==> src/rtl/pong_pkg.sv <==
// Shared state encodings, limits and BCD helper for the Pong game-flow controller.
package pong_pkg;

    typedef logic [1:0] game_state_t;

    localparam game_state_t ST_NEWGAME = 2'd0;
    localparam game_state_t ST_PLAY    = 2'd1;
    localparam game_state_t ST_NEWBALL = 2'd2;
    localparam game_state_t ST_OVER    = 2'd3;

    localparam logic [7:0] BCD_MAX = 8'h99;

    localparam int unsigned TIMER_FRAMES_DEF = 120;
    localparam int unsigned BALLS_INIT_DEF   = 3;

    // Two-digit BCD increment that sticks at BCD_MAX instead of wrapping.
    function automatic logic [7:0] bcd_inc(input logic [7:0] v);
        logic [7:0] r;
        if (v >= BCD_MAX) begin
            r = BCD_MAX;
        end else if (v[3:0] == 4'd9) begin
            r = {v[7:4] + 4'd1, 4'd0};
        end else begin
            r = {v[7:4], v[3:0] + 4'd1};
        end
        return r;
    endfunction

endpackage

==> src/rtl/pong_game_ctrl_if.sv <==
// Bundle between VGA sync / graphics / text overlay and the game-flow controller.
interface pong_game_ctrl_if;
    import pong_pkg::*;

    logic [9:0]  x;
    logic [9:0]  y;
    logic [1:0]  btn;
    logic        hit;
    logic        miss;
    logic        gra_still;
    game_state_t game_state;
    logic [7:0]  score;
    logic [1:0]  balls_left;
    logic [7:0]  hi_score;

    modport master (
        output x, y, btn, hit, miss,
        input  gra_still, game_state, score, balls_left, hi_score
    );

    modport slave (
        input  x, y, btn, hit, miss,
        output gra_still, game_state, score, balls_left, hi_score
    );

endinterface

==> src/rtl/bcd2_counter.sv <==
// Two-digit BCD counter with synchronous clear, increment and saturation at 99.
module bcd2_counter
    import pong_pkg::*;
(
    input  logic       clk,
    input  logic       reset,
    input  logic       clr,
    input  logic       inc,
    output logic [7:0] count
);

    logic [7:0] count_q;
    logic [7:0] count_d;

    always_comb begin
        count_d = count_q;
        if (clr) begin
            count_d = 8'h00;
        end else if (inc) begin
            count_d = bcd_inc(count_q);
        end
    end

    always_ff @(posedge clk or posedge reset) begin
        if (reset) begin
            count_q <= 8'h00;
        end else begin
            count_q <= count_d;
        end
    end

    assign count = count_q;

endmodule

==> src/rtl/pong_game_ctrl.sv <==
// Pong game-flow FSM: frame tick, dwell timer, score and ball bookkeeping.
// Define PONG_HIGH_SCORE_EN to keep a high-score register across games.
module pong_game_ctrl
    import pong_pkg::*;
#(
    parameter int unsigned TIMER_FRAMES = TIMER_FRAMES_DEF,
    parameter int unsigned BALLS_INIT   = BALLS_INIT_DEF,
    parameter int unsigned TICK_Y       = 481
) (
    input logic             clk,
    input logic             reset,
    pong_game_ctrl_if.slave bus
);

    localparam logic [9:0] TICK_ROW   = TICK_Y[9:0];
    localparam logic [6:0] TIMER_LOAD = TIMER_FRAMES[6:0];
    localparam logic [1:0] BALLS_LOAD = BALLS_INIT[1:0];

    game_state_t state_q, state_d;
    logic [6:0]  timer_q, timer_d;
    logic [1:0]  balls_q, balls_d;
    logic        tick_q;
    logic        hit_q;
    logic        tick_cond;
    logic        ftick;
    logic        hit_rise;
    logic        timer_up;
    logic        score_inc;
    logic        score_clr;
    logic        enter_over;
    logic [7:0]  score;

    // The raw row/column match lasts a whole pixel; keep only its first clock.
    assign tick_cond = (bus.y == TICK_ROW) && (bus.x == 10'd0);
    assign ftick     = tick_cond & ~tick_q;
    assign hit_rise  = bus.hit & ~hit_q;
    assign timer_up  = (timer_q == 7'd0);

    always_comb begin
        state_d   = state_q;
        balls_d   = balls_q;
        score_inc = 1'b0;
        score_clr = 1'b0;
        case (state_q)
            ST_NEWGAME: begin
                if (bus.btn != 2'b00) begin
                    state_d = ST_PLAY;
                end
            end
            ST_PLAY: begin
                // A miss takes priority over a simultaneous hit.
                if (bus.miss) begin
                    if (balls_q != 2'd0) begin
                        balls_d = balls_q - 2'd1;
                    end
                    state_d = (balls_q <= 2'd1) ? ST_OVER : ST_NEWBALL;
                end else if (hit_rise) begin
                    score_inc = 1'b1;
                end
            end
            ST_NEWBALL: begin
                if (timer_up && (bus.btn != 2'b00)) begin
                    state_d = ST_PLAY;
                end
            end
            ST_OVER: begin
                if (timer_up) begin
                    state_d   = ST_NEWGAME;
                    score_clr = 1'b1;
                    balls_d   = BALLS_LOAD;
                end
            end
            default: begin
                state_d = ST_NEWGAME;
            end
        endcase
    end

    // Reload on entry to a waiting state, otherwise count frames down to zero.
    always_comb begin
        timer_d = timer_q;
        if ((state_d != state_q) && ((state_d == ST_NEWBALL) || (state_d == ST_OVER))) begin
            timer_d = TIMER_LOAD;
        end else if (ftick && !timer_up) begin
            timer_d = timer_q - 7'd1;
        end
    end

    assign enter_over = (state_d == ST_OVER) && (state_q != ST_OVER);

    always_ff @(posedge clk or posedge reset) begin
        if (reset) begin
            state_q <= ST_NEWGAME;
            timer_q <= 7'd0;
            balls_q <= BALLS_LOAD;
            tick_q  <= 1'b0;
            hit_q   <= 1'b0;
        end else begin
            state_q <= state_d;
            timer_q <= timer_d;
            balls_q <= balls_d;
            tick_q  <= tick_cond;
            hit_q   <= bus.hit;
        end
    end

    bcd2_counter u_score (
        .clk   (clk),
        .reset (reset),
        .clr   (score_clr),
        .inc   (score_inc),
        .count (score)
    );

`ifdef PONG_HIGH_SCORE_EN
    logic [7:0] hi_q;

    always_ff @(posedge clk or posedge reset) begin
        if (reset) begin
            hi_q <= 8'h00;
        end else if (enter_over && (score > hi_q)) begin
            hi_q <= score;
        end
    end

    assign bus.hi_score = hi_q;
`else
    logic unused_enter_over;
    assign unused_enter_over = enter_over;
    assign bus.hi_score      = 8'h00;
`endif

    assign bus.gra_still  = (state_q != ST_PLAY);
    assign bus.game_state = state_q;
    assign bus.score      = score;
    assign bus.balls_left = balls_q;

endmodule
==> src/flat_wrapper.sv <==
// flat-port wrapper written by rule: the top's interface ports become plain ports
module pong_game_ctrl_flat import pong_pkg::*;
#(
    parameter int unsigned TIMER_FRAMES = TIMER_FRAMES_DEF,
    parameter int unsigned BALLS_INIT   = BALLS_INIT_DEF,
    parameter int unsigned TICK_Y       = 481
)
  (clk, reset, bus_x, bus_y, bus_btn, bus_hit, bus_miss, bus_gra_still, bus_game_state, bus_score, bus_balls_left, bus_hi_score);
  pong_game_ctrl_if bus_i ();
  input logic clk;
  input logic reset;
  input wire logic [$bits(bus_i.x)-1:0] bus_x;
  input wire logic [$bits(bus_i.y)-1:0] bus_y;
  input wire logic [$bits(bus_i.btn)-1:0] bus_btn;
  input wire logic [$bits(bus_i.hit)-1:0] bus_hit;
  input wire logic [$bits(bus_i.miss)-1:0] bus_miss;
  output wire logic [$bits(bus_i.gra_still)-1:0] bus_gra_still;
  output wire logic [$bits(bus_i.game_state)-1:0] bus_game_state;
  output wire logic [$bits(bus_i.score)-1:0] bus_score;
  output wire logic [$bits(bus_i.balls_left)-1:0] bus_balls_left;
  output wire logic [$bits(bus_i.hi_score)-1:0] bus_hi_score;
  assign bus_i.x = bus_x;
  assign bus_i.y = bus_y;
  assign bus_i.btn = bus_btn;
  assign bus_i.hit = bus_hit;
  assign bus_i.miss = bus_miss;
  assign bus_gra_still = bus_i.gra_still;
  assign bus_game_state = bus_i.game_state;
  assign bus_score = bus_i.score;
  assign bus_balls_left = bus_i.balls_left;
  assign bus_hi_score = bus_i.hi_score;
  pong_game_ctrl #(.TIMER_FRAMES(TIMER_FRAMES), .BALLS_INIT(BALLS_INIT), .TICK_Y(TICK_Y)) u_core (.clk(clk), .reset(reset), .bus(bus_i));
endmodule
==> config.mk <==
export PLATFORM = sky130hd
export DESIGN_NAME = pong_game_ctrl_flat
export DESIGN_NICKNAME = d
export VERILOG_FILES = /design/src/rtl/pong_pkg.sv /design/src/rtl/pong_game_ctrl_if.sv /design/src/rtl/bcd2_counter.sv /design/src/rtl/pong_game_ctrl.sv /design/src/flat_wrapper.sv
export SDC_FILE = /design/constraint.sdc
export NUM_CORES = 1
export LEC_CHECK = 0
export BUFFER_PORTS_ARGS = -buffer_cell sky130_fd_sc_hd__buf_2
export CAP_MARGIN = 20
export CORE_UTILIZATION = 53
export CTS_CLUSTER_SIZE = 16
export DETAILED_ROUTE_END_ITERATION = 6
export PLACE_DENSITY = 0.93
export SLEW_MARGIN = 20
export SYNTH_ARGS = -nofsm -noshare
export SYNTH_HDL_FRONTEND = slang
export SYNTH_SLANG_ARGS = --single-unit
==> constraint.sdc <==
create_clock -name clk -period 2.83 [get_ports clk]
set_input_delay 0.1415 -clock clk [delete_from_list [all_inputs] [get_ports clk]]
set_output_delay 0.1415 -clock clk [all_outputs]
set_load 0.01 [all_outputs]
# == Word-level counts from Yosys, hierarchy flattened ==
# Cells that the tools add are included.
# word_totals
regBits,21
output_inout_bits,21
# classes
reduce_logical,17
eq_ne,12
add_sub_neg,4
n_bitwise,4
magnitude_cmp,2
n_mux,21
# ops
operator,count
two-way mux 8 bit,4
two-way mux 2 bit,7
two-way mux 7 bit,2
"equality test 10 x 9 -> 1 bit, second input constant",1
logical NOT 10 bit,1
nonzero test 2 bit,5
"adder 4 x 1 -> 4 bit, second input constant",2
"equality test 2 bit, second input constant",4
"greater-or-equal comparator 8 bit, second input constant",1
case mux 2 bit (4 select lines),1
logical NOT 7 bit,1
"subtractor 7 x 1 -> 7 bit, second input constant",1
two-way mux 1 bit,6
"inequality test 2 x 1 -> 1 bit, second input constant",3
"equality test 4 bit, second input constant",1
logical AND 1 bit,4
case mux 2 bit (2 select lines),1
AND reduction 4 bit,1
nonzero test 3 bit,1
AND 1 bit,2
"equality test 2 x 1 -> 1 bit, second input constant",1
"less-or-equal comparator 2 x 1 -> 1 bit, second input constant",1
logical NOT 2 bit,1
inequality test 2 bit,1
6 further kinds,7

# == Logic depth before layout (Yosys ltp) ==
# logic_depth
ltp_word,8
depth_mapped,7

# == By module ==
# Synthesis repeated with hierarchy kept, for this count alone.
# hier_totals
hier_cells,155
area_unflattened_um2,1477.7
# modules_own_cells
module,area_per_inst_um2,n_inst,cells_per_inst
pong_game_ctrl,944.7,1,101
bcd2_counter,533.0,1,54

# == Least setup slack after synthesis ==
# Ideal clock, no wire load.
# synth_timing
path_type,reg2reg
startpoint,register u_core.timer_q[0]
endpoint,"register u_core.state_q[0], in the netlist u_core.bus.game_state[0]"
required_ns,2.736
setup_time_ns,0.094
setup_slack_ns,0.880
path_stages_with_launch,8
arrival_ns,1.856
period_less_slack_ns,1.950
path_cell_list,dfrtp_1 inv_1 ha_1 or3b_2 buf_2 or2_2 xor2_1 a211oi_1
# synth_via
elab_chain_cells,4
elab_cells_between_ends,5
# synth_lines
item,line,rtl
"start, declared",pong_game_ctrl.sv:20,"logic [6:0] timer_q, timer_d;"
"start signal, assigned",pong_game_ctrl.sv:100,timer_q <= timer_d;
logical NOT 7 bit (*),pong_game_ctrl.sv:37,assign timer_up = (timer_q == 7'd0);
logical AND 1 bit,pong_game_ctrl.sv:62,if (timer_up && (bus.btn != 2'b00)) begin
two-way mux 2 bit,pong_game_ctrl.sv:62,
case mux 2 bit (4 select lines) (*),pong_game_ctrl.sv:44,case (state_q)
via u_core.state_d[0],pong_game_ctrl.sv:19,"game_state_t state_q, state_d;"
"end signal, assigned",pong_game_ctrl.sv:99,state_q <= state_d;
"end, declared",pong_game_ctrl.sv:19,
# Mark *: on every way through the listed nets, which the timed path passes. The rest lies on a longest branch.
# A chain may end at the register's enable or synchronous reset.

# == Worst setup path in the final report ==
# layout_timing
startpoint,register u_core.timer_q[0]
endpoint,"register u_core.balls_q[1], in the netlist u_core.bus.balls_left[1]"
# layout_via
elab_chain_cells,3
# layout_lines
item,line,rtl
logical NOT 7 bit,pong_game_ctrl.sv:37,
inequality test 2 x 1 -> 1 bit (no line),n/a,
AND reduction 4 bit (no line),n/a,
"end signal, assigned",pong_game_ctrl.sv:101,balls_q <= balls_d;
"end, declared",pong_game_ctrl.sv:21,"logic [1:0] balls_q, balls_d;"
# Every way passes these cells.

==> out/results.ini <==
[cts]
clkLatencyLatePin_ns = 0.29
cts_setup_buffers = 0
htreeDepth = 1
ctsRootBufferMaster = clkbuf_4
cts-buffers-inserted = 3
cts.path.max_buffers = 2
ctsResizeCount = 0
cts_tree = done
clkTransAtPathRegs_ns = 0.11
cts_sinks = 21

[timing]
slew_headroom_pct = 46.7
finalMaxSlewViolations = 0
fin_skew_ns = 0.00971
finalWorstSetupSlack_ns = 0.718
rsz0062_at_grt = no
period_minus_slack_ns = 2.11
fin_hold_ws_ns = -0.0213
fin_setup_tns_ns = 0
timing.final.crit_share_pct = 74.6
fmax_mhz = 474
setup_violations = 0
hold_viol = 19
worstMarginPinSlew_ns = 0.799

[global_routing]
grt_pass1_vias = 1210
grt_usage_pct = 24.1
globalRoute.totalOverflow = 0
grt_max_degree = 22
antenna_found_initial = 0
grt_pass1_wl_um = 4970

[finish]
final_common_cell = buf_2
antenna_cells = 0
syn2layout_area_growth_pct = 15.6
final_cell_mix = buf_2 (38), dfrtp_1 (19), nand2_1 (10), o21ai_0 (10)
utilization_pct = 67.6
drive_above_1_share_pct = 27.1
nets = 220

[power]
p_sw_uw = 301
p_comb_share_pct = 31.9
internal_power_uw = 545
sw_frac_of_total_pct = 35.6
power_uw = 846
p_leak_uw = 0.000733
vdd_drop_max_v = 0.000336
power-per-cell-area_mw_per_mm2 = 540
seqPwrFrac_pct = 51.8
clockPowerShare_pct = 16.3

[critical_path]
end_kind = flip-flop
crit_type = flip-flop to flip-flop
ff2ff_setup_slack_ns = 0.72
cp.arrival_ns = 2.33
required_ns = 3.05
path_max_fanout = 8
cp-start-kind = flip-flop

[route]
first_pass_iters = 4
drt_wl_total_um = 3060
wl_per_cell_um = 14.2
drt_iter0_markers = 43
drc = 0
vias = 1309
antenna_left = 0
via_per_inst = 6.06

[synth]
synth_seq_area_share_pct = 39.0
syn_area_sq_mm = 0.00136
synth-seq-cells = 21
async_flop_share_pct = 100
synth_cells = 148
avgSynthCellArea_sq_um = 9.16
synth_edf_count = 0
synth_cell_types = 48
ys_warn_count = 0
synthFlopType = dfrtp_1

[die]
die_h_um = 52.6
die_w_um = 52.6
core_area_sq_mm = 0.00232
die_area_sq_mm = 0.00276
ios = 47
start_util_pct = 58.4
num_rows = 17

[place]
io_buffers = 38
routabilityCongestion = 0.834
place_hpwl_um = 2330
place_ws_ns = 0.738

[worst_hold_path]
hold_path_class = input pin to asynchronous set/reset pin

[job]
drv_cap = 0

[outcome]
status = finished, violations left
violations = negative hold slack

worst max-delay path, cell delays in order, from the launching register on:
cell and delay [ns]:
dfrtp_1 0.42, inv_1 0.09, ha_1 0.20, or3b_2 0.55, nor3_2 0.53, nor3_1 0.11, a21oi_1 0.15
path summary, 6_finish.rpt:
kind | startpoint | to | depth (start not counted)
min in group clk | bus_btn[1] | u_core.bus.game_state[1]$_DFF_PP0_ | 4
setup reg to reg | u_core.timer_q[0]$_DFFE_PP0P_ | u_core.bus.balls_left[1]$_DFFE_PP1P_ | 6
setup / recovery | u_core.timer_q[0]$_DFFE_PP0P_ | u_core.bus.balls_left[1]$_DFFE_PP1P_ | 6
hold reg to reg | u_core.timer_q[6]$_DFFE_PP0P_ | u_core.timer_q[6]$_DFFE_PP0P_ | 1
max in group asynchronous | reset | u_core.u_score.count[3]$_DFFE_PP0P_ | 2
hold / removal | reset | u_core.tick_q$_DFF_PP0_ | 2
what timing repair did:
| action | 4_1_cts | 5_1_grt |
|---|---|---|
| setup endpoints to repair | 0 | 0 |
| hold buffers | 1 | 0 |
| endpoints found under the hold margin | 1 | 0 |
routing by layer:
| layer | vias up | track usage, % | share of wire [%] |
|---|---|---|---|
| li1 | 613 | - | - |
| met1 | 627 | 27.8 | 39 |
| met2 | 63 | 44.1 | 53 |
| met3 | 6 | 3.19 | 6.5 |
| met4 | 0 | 9.65 | 1.3 |
| met5 | - | 0 | 0 |
cells in the mapped netlist, types with 2 or more instances:
library cell	number	area (sq um)
dfrtp_1	19	475
nand2_1	10	37.5
o21ai_0	10	50.1
a21oi_1	9	45.0
nor2_1	9	33.8
buf_4	8	60.1
inv_1	8	30.0
nand3_1	6	30.0
nor4_1	6	37.5
and2_1	5	31.3
ha_1	5	62.6
a31oi_1	4	25.0
nor3_1	4	20.0
mux2i_1	3	30.0
or3_1	3	18.8
or4_1	3	22.5
and3_1	2	12.5
dfstp_2	2	52.6
nor4b_1	2	17.5
nor4bb_1	2	20.0
sequential cells by signal (all words and copies together) (netlist names):
signal                 flops
u_core.bus.balls_left      2
u_core.bus.game_state      2
u_core.hit_q               1
u_core.tick_q              1
u_core.timer_q             7
u_core.u_score.count       8
cell families after synthesis:
kind of cell / after synthesis / synth area share (%)
flops: 21 / 39.0
mux: 3 / 2.22
compound gates: 34 / 16.2
simple gates: 65 / 29.3
fa+ha+maj: 5 / 4.62
other cells: 1 / 0.277
xor+xnor: 1 / 0.646
buf+inv: 18 / 7.85
cell type report:
cell class              count  area [sq um]
repair buffers             39           200
multi-input cells         116           747
fillers                   200           752
well taps                  28          35.0
clock buffers               4          26.3
inverters                   8          30.0
flip-flops and latches     21           528
per-stage QoR:
stage | cells | cell area (sq um)
floorplan | 155 | 1380
global placement | 211 | 1530
detailed placement | 211 | 1530
CTS | 216 | 1570
global route | 216 | 1570
finish | 216 | 1570
power by group through the flow:
stage | registers, uW | logic [uW] | clock network, uW
floorplan | 444 | 174 | 0
global placement | 436 | 255 | 0
detailed placement | 440 | 271 | 0
CTS | 436 | 273 | 143
global route | 450 | 305 | 152
finish | 438 | 270 | 138
No activity file was read; power rests on OpenSTA's default activity.
